$ cat src/rtl/dot_product_sequencer.sv
// dot_product_sequencer
// Takes (length, seed) commands and streams operand pairs into one FMA lane.
// The first beat of every command loads the FMA with seed + a*b, so any value
// left in the accumulator by an earlier command is thrown away. One cycle
// after the last beat, the FMA accumulator is captured and offered on a
// valid/ready result port.
//
// state  | meaning
// -------+-----------------------------------------------------------
// IDLE   | ready for a command
// STREAM | pass accepted operand pairs to the FMA, count down remaining
// DRAIN  | FMA output settles; capture accumulator into res_data
// HOLD   | result offered, waiting for res_ready
module dot_product_sequencer #(
   parameter int WIDTH = 32,
   parameter int LEN_W = 8
) (
   input  logic             clk,
   input  logic             rst,
   input  logic             cmd_valid,
   output logic             cmd_ready,
   input  logic [LEN_W-1:0] cmd_len,
   input  logic [WIDTH-1:0] cmd_seed,
   input  logic             op_valid,
   output logic             op_ready,
   input  logic [WIDTH-1:0] op_a,
   input  logic [WIDTH-1:0] op_b,
   output logic [WIDTH-1:0] fma_a,
   output logic [WIDTH-1:0] fma_b,
   output logic [WIDTH-1:0] fma_seed,
   output logic             fma_load,
   output logic             fma_en,
   input  logic [WIDTH-1:0] fma_acc,
   output logic             res_valid,
   input  logic             res_ready,
   output logic [WIDTH-1:0] res_data,
   output logic             busy
);

   typedef enum logic [1:0] {
      S_IDLE   = 2'd0,
      S_STREAM = 2'd1,
      S_DRAIN  = 2'd2,
      S_HOLD   = 2'd3
   } state_t;

   state_t             state_q, state_d;
   logic [LEN_W-1:0]   remaining_q, remaining_d;
   logic               first_q, first_d;
   logic [WIDTH-1:0]   seed_q, seed_d;
   logic [WIDTH-1:0]   res_q, res_d;

   // State and datapath registers, synchronous active-high reset.
   always_ff @(posedge clk) begin
      if (rst) begin
         state_q     <= S_IDLE;
         remaining_q <= '0;
         first_q     <= 1'b0;
         seed_q      <= '0;
         res_q       <= '0;
      end else begin
         state_q     <= state_d;
         remaining_q <= remaining_d;
         first_q     <= first_d;
         seed_q      <= seed_d;
         res_q       <= res_d;
      end
   end

   // Next-state logic and outputs; every output is forced low while rst is high.
   always_comb begin
      state_d     = state_q;
      remaining_d = remaining_q;
      first_d     = first_q;
      seed_d      = seed_q;
      res_d       = res_q;

      cmd_ready   = 1'b0;
      op_ready    = 1'b0;
      fma_en      = 1'b0;
      fma_load    = 1'b0;
      fma_a       = '0;
      fma_b       = '0;
      res_valid   = 1'b0;

      case (state_q)
         S_IDLE: begin
            cmd_ready = 1'b1;
            if (cmd_valid) begin
               seed_d      = cmd_seed;
               remaining_d = cmd_len;
               first_d     = 1'b1;
               if (cmd_len == '0) begin
                  res_d   = cmd_seed;
                  state_d = S_HOLD;
               end else begin
                  state_d = S_STREAM;
               end
            end
         end
         S_STREAM: begin
            op_ready = 1'b1;
            fma_en   = op_valid;
            if (op_valid) begin
               fma_a       = op_a;
               fma_b       = op_b;
               fma_load    = first_q;
               first_d     = 1'b0;
               remaining_d = remaining_q - LEN_W'(1);
               if (remaining_q == LEN_W'(1)) begin
                  state_d = S_DRAIN;
               end
            end
         end
         S_DRAIN: begin
            res_d   = fma_acc;
            state_d = S_HOLD;
         end
         S_HOLD: begin
            res_valid = 1'b1;
            if (res_ready) begin
               state_d = S_IDLE;
            end
         end
         default: begin
            state_d = S_IDLE;
         end
      endcase

      fma_seed = seed_q;
      res_data = res_q;
      busy     = (state_q != S_IDLE);

      if (rst) begin
         cmd_ready = 1'b0;
         op_ready  = 1'b0;
         fma_en    = 1'b0;
         fma_load  = 1'b0;
         fma_a     = '0;
         fma_b     = '0;
         res_valid = 1'b0;
         fma_seed  = '0;
         res_data  = '0;
         busy      = 1'b0;
      end
   end

endmodule
$ cat config.mk
export PLATFORM = sky130hd
export DESIGN_NAME = dot_product_sequencer
export DESIGN_NICKNAME = d
export VERILOG_FILES = /design/src/rtl/dot_product_sequencer.sv
export SDC_FILE = /design/constraint.sdc
export NUM_CORES = 1
export LEC_CHECK = 0
export CAP_MARGIN = 5
export CORE_AREA = 2 2 149 78
export DETAILED_ROUTE_END_ITERATION = 8
export DIE_AREA = 0 0 151 80
export PLACE_DENSITY = 0.95
export SYNTH_ARGS = -nofsm -noshare
export SYNTH_HDL_FRONTEND = slang
export SYNTH_SLANG_ARGS = --single-unit
$ cat constraint.sdc
create_clock -name clk -period 4.1 [get_ports clk]
set_clock_uncertainty 0.15 [all_clocks]
set_input_delay 0.82 -clock clk [delete_from_list [all_inputs] [get_ports clk]]
set_output_delay 0.82 -clock clk [all_outputs]
set_load 0.05 [all_outputs]
* Word level (Yosys, flattened, before mapping)
Index checks and enable logic that the tools add are counted.
** Storage, ports and cells
- Register bits after elaboration :: 75
- Bits of input ports :: 141
- Output and inout port bits :: 134
- Logic and storage cells :: 59
** Cells by class
- Add/sub/neg operators :: 1
- Equal/unequal tests :: 9
- Muxes and demuxes :: 35
- Reductions and logical operators :: 9
** Operators by type and width (number)
- $mux 32 :: 10
- $pmux 32 s2 :: 1
- $mux 8 :: 2
- $pmux 8 s2 :: 1
- $mux 1 :: 14
- $mux 2 :: 5
- $ne 2x2->1 const B :: 5
- $eq 8x1->1 const B :: 1
- $logic_not 8->1 :: 1
- $pmux 2 s4 :: 1
- $sub 8x1->8 const B :: 1
- $reduce_and 3->1 :: 2
- $reduce_bool 2->1 :: 3
- $eq 2x2->1 const B :: 2
- $reduce_and 4->1 :: 1
- $eq 2x1->1 const B :: 1
- $logic_not 2->1 :: 1
- $pmux 1 s2 :: 1
- $reduce_and 2->1 :: 1

* Longest topological paths before layout
Gate-level depths: netlist of run 1.
- Depth after elaboration :: 4
- Gate-level depth with buffers :: 8
- Gate-level depth less buffers :: 6

* Worst setup path before layout of run 1
No wires, ideal clock.
- Kind :: input to output
- From :: in rst
- To :: out fma_a[23]
- Data arrival time :: 2.300 ns
- Required time :: 3.130 ns
- Slack :: 0.830 ns
- Stages :: 4
- Path buffers :: 2
- Cell sequence :: clkbuf_1 nor2_1 clkbuf_1 and3_1
** On the way
- Cells in the longest elaborated chain, start to end :: 1
** Ends and longest elaborated chain
- from (decl) :: line 19 : input logic rst,
- $mux 32 :: line 134 : if (rst) begin
- to (decl) :: line 28 : output logic [WIDTH-1:0] fma_a,
No other way between the ends.

* Worst setup path after layout of run 1
- From :: reg state_q[1]
- To :: out fma_a[18]
** On the way
- Cells in the longest elaborated chain, start to end :: 3
** Ends and longest elaborated chain
- from (decl) :: line 47 : state_t state_q, state_d;
- from (signal assigned) :: line 62 : state_q <= state_d;
- $eq 2x1->1 :: line 86 : case (state_q)
- $mux 32 :: line 86
- $mux 32 :: line 134
No other way between the ends.

==> run_results.csv, run 1 <==
group,metric,value,unit
synthesis,synth_cells,537,
synthesis,syn_nets,685,
worst_setup_path,critPathRequiredTime,3130,ps
worst_setup_path,critPathMaxStageDelay,570,ps
cts,postCtsSetupRepairBufs,0,
worst_setup_path,critPathSlowestCell,"ha_1",
pwr,irDropWorstVdd,0.000238,V
worst_setup_path,critPathKind,"reg -> out",
cts,cts_resized,0,
worst_setup_path,crit_path_end_kind,"output pin",
routing,first_pass_iters,5,
placement,hpwl,13.2,mm
job,max_cap_violations,0,
layout,final_cell_mix,"206 x clkdlybuf4s50_1, 75 x dfxtp_1, 71 x nor2b_1, 67 x buf_12",
sta,rsz0062_at_grt,"no",
worst_setup_path,timing.rr.end,"res_q[1]",
pwr,p_leak,3.47,nW
worst_setup_path,arrival,2840,ps
cts,root_buffer,"clkbuf_16",
global_route,antenna_found_initial,0,
layout,fill_cells,748,
routing,ant_nets,0,
worst_setup_path,critPathMostFrequentCell,"inv_1",
cts,clk_latency,330,ps
synthesis,ys_ff_latch,75,
layout,drive_gt1_share,13.1,%
worst_setup_path,ff2ff_path_depth,7,
synthesis,ys_seq_area_share,35.2,%
layout,design_area,8060,µm²
worst_setup_path,rrSetupSlack,1270,ps
sta,fmax,0.262,GHz
pwr,power.density,415,nW/µm²
die,initial_core_util,39.7,%
routing,drc,0,
sta,maxSlewHeadroom,37.1,%
routing,vias,4874,
die,die_area,12100,µm²
cts,numCtsBuffers,9,
placement,placed_cell_area,7700,µm²
global_route,grt_pass1_wl,25.9,mm
synthesis,syn_area,4260,µm²
worst_setup_path,reg2reg_from,"state_q[0]",
cts,cts_tree,"yes",
sta,tightest_slew,944,ps
hold_path,hold_class,"reg -> reg",
placement,portBuffers,274,
sta,setup_viol,0,
sta,drv_slew,0,
die,coreArea,10700,µm²
routing,drtIter0Drc,312,
die,fp.dieW,151,µm
global_route,grt_pass1_vias,4711,
die,die_h,80,µm
placement,pre_cts_slack,613,ps
routing,wl_per_cell,18.7,µm
die,io_pins,275,
layout,area_growth,89.1,%
cts,clk_pin_slew,60,ps
sta,layout_min_cycle_time,3810,ps
worst_setup_path,crit_fanout,67,
worst_setup_path,worstPathCellList,"inv_1 > ha_1 > inv_1 > nor2_2 > buf_4 > and3_1 > buf_12",
sta,post-route-worst-setup-slack,290,ps
sta,hold_viol,0,
routing,vias_per_cell,5.24,
synthesis,synth_warnings,0,
cts,clockBufferDepth,2,
hold_path,hold_depth,2,
synthesis,yosysUniqueCellTypes,34,
sta,period_share,92.9,%
global_route,grt_overflow,0,
cts,cts_num_sinks,75,
synthesis,post_synth.cell_area_avg,7.94,µm²
global_route,global_route.usage.total,27.9,%
run_status,outcome,"completed",
routing,routed_wl,17.4,mm
cts,cts_htree_levels,3,
global_route,grt_max_degree,68,
layout,antenna_cells,0,
placement,place_congestion,0.897,
worst_setup_path,startpoint_type,"flop",
layout,layout_commonest_cell,"clkdlybuf4s50_1",
hold_path,worstHoldStart,"seed_q[28]",
die,num_rows,27,
sta,fin_tns_setup,0,ps
cts,hold_buffers,0,
hold_path,hold_end,"seed_q[28]",
layout,nets,929,
cell usage after synthesis:
master / n / share of area, %
nor4_2: 2 / 0.59
nand3_1: 1 / 0.12
nor4_4: 1 / 0.50
nand2_1: 66 / 5.8
buf_2: 11 / 1.3
a21o_1: 32 / 5.6
mux2_2: 1 / 0.26
dfxtp_1: 75 / 35
o21ai_0: 10 / 1.2
nor3b_1: 1 / 0.18
o211ai_2: 1 / 0.29
buf_1: 2 / 0.18
and3_1: 66 / 9.7
nand2b_1: 4 / 0.59
nor2_1: 12 / 1.1
buf_6: 3 / 0.79
a21oi_1: 44 / 5.2
mux2i_1: 32 / 7.5
o211ai_1: 1 / 0.18
o32ai_1: 1 / 0.21
or3_1: 3 / 0.44
and2_1: 2 / 0.29
inv_1: 7 / 0.62
a211oi_1: 3 / 0.53
o211a_1: 1 / 0.23
a32oi_4: 1 / 0.65
and4b_1: 1 / 0.23
ha_1: 7 / 2.1
clkbuf_1: 34 / 3.0
o21ba_2: 1 / 0.23
nor2b_1: 71 / 10
nor3_1: 36 / 4.2
and3_2: 1 / 0.18
a31oi_1: 3 / 0.44
layout make-up:
type                            count  area (µm²)  share of cell area [%]
Sequential cell                    75        1500                    18.6
Clock inverter                      6         119                    1.47
Timing Repair Buffer              283        3480                    43.2
Tap cell                          145         181                    2.25
Multi-Input combinational cell    405        2510                    31.2
Clock buffer                       10         239                    2.96
Inverter                            7        26.3                   0.326
metrics by stage:
stage	cells	util (%)	hold WS, ps	power (mW)
after floorplan	537	-	282	1.78
after global placement	915	71.7	287	2.34
after detailed placement	915	71.7	296	2.38
after CTS	931	75.0	304	3.33
after global routing	931	75.0	324	3.50
final	931	75.0	302	3.34
where the power goes:
| part | leakage, nW | internal (mW) | switching [mW] |
|---|---|---|---|
| Clock | 0.175 | 0.619 | 0.328 |
| Sequential | 0.611 | 0.827 | 0.0792 |
| Combinational | 2.69 | 0.619 | 0.870 |
worst max-delay path by stage:
stage | from | to | slack [ps] | depth (start not counted)
floorplan | rst | fma_a[23] | 830 | 4
global placement | rst | res_data[11] | 650 | 4
detailed placement | rst | res_data[2] | 610 | 4
CTS | state_q[1] | fma_b[23] | 360 | 7
global route | state_q[1] | fma_b[23] | 100 | 7
finish | state_q[1] | fma_a[18] | 290 | 7
critical path, delay by kind of cell, from the launching register on:
| kind | cells | cell delay, ps |
|---|---|---|
| adders and majority gates | 1 | 570 |
| buffers and inverters | 4 | 1080 |
| DFF | 1 | 340 |
| and+or+nand+nor | 2 | 480 |
cells by family after synthesis:
group                      Yosys count  share of synthesized area (%)
AOI/OAI and AO/OA                   98                           14.7
adders and majority gates            7                           2.06
buffers and inverters               57                           5.87
DFF                                 75                           35.2
muxes                               33                           7.78
and+or+nand+nor                    267                           34.3
per-layer routing:
layer  vias to the layer above  track usage [%]  wire length, µm
li1                       2331                -                -
met1                      2296             36.8             7610
met2                       217             43.2             7990
met3                        30             9.94             1540
met4                         0             7.01              280
met5                         -                0                0
flip-flops by register name (all words and copies together), names as in the netlist:
register     count
seed_q          32
remaining_q      8
first_q          1
res_q           32
state_q          2
Note: power is estimated with default switching activity, not from simulation.
==> run 2, diff against run 1 <==
SLEW_MARGIN = 10   (was unset)
==> results of run 2 <==
Same layout as run 1: the final DEF is identical, and so are final timing and power.
==> run 3, diff against run 2 <==
HOLD_SLACK_MARGIN = 0.1   (was unset)
==> results of run 3 <==
Same layout as run 1: the final DEF is identical, and so are final timing and power.
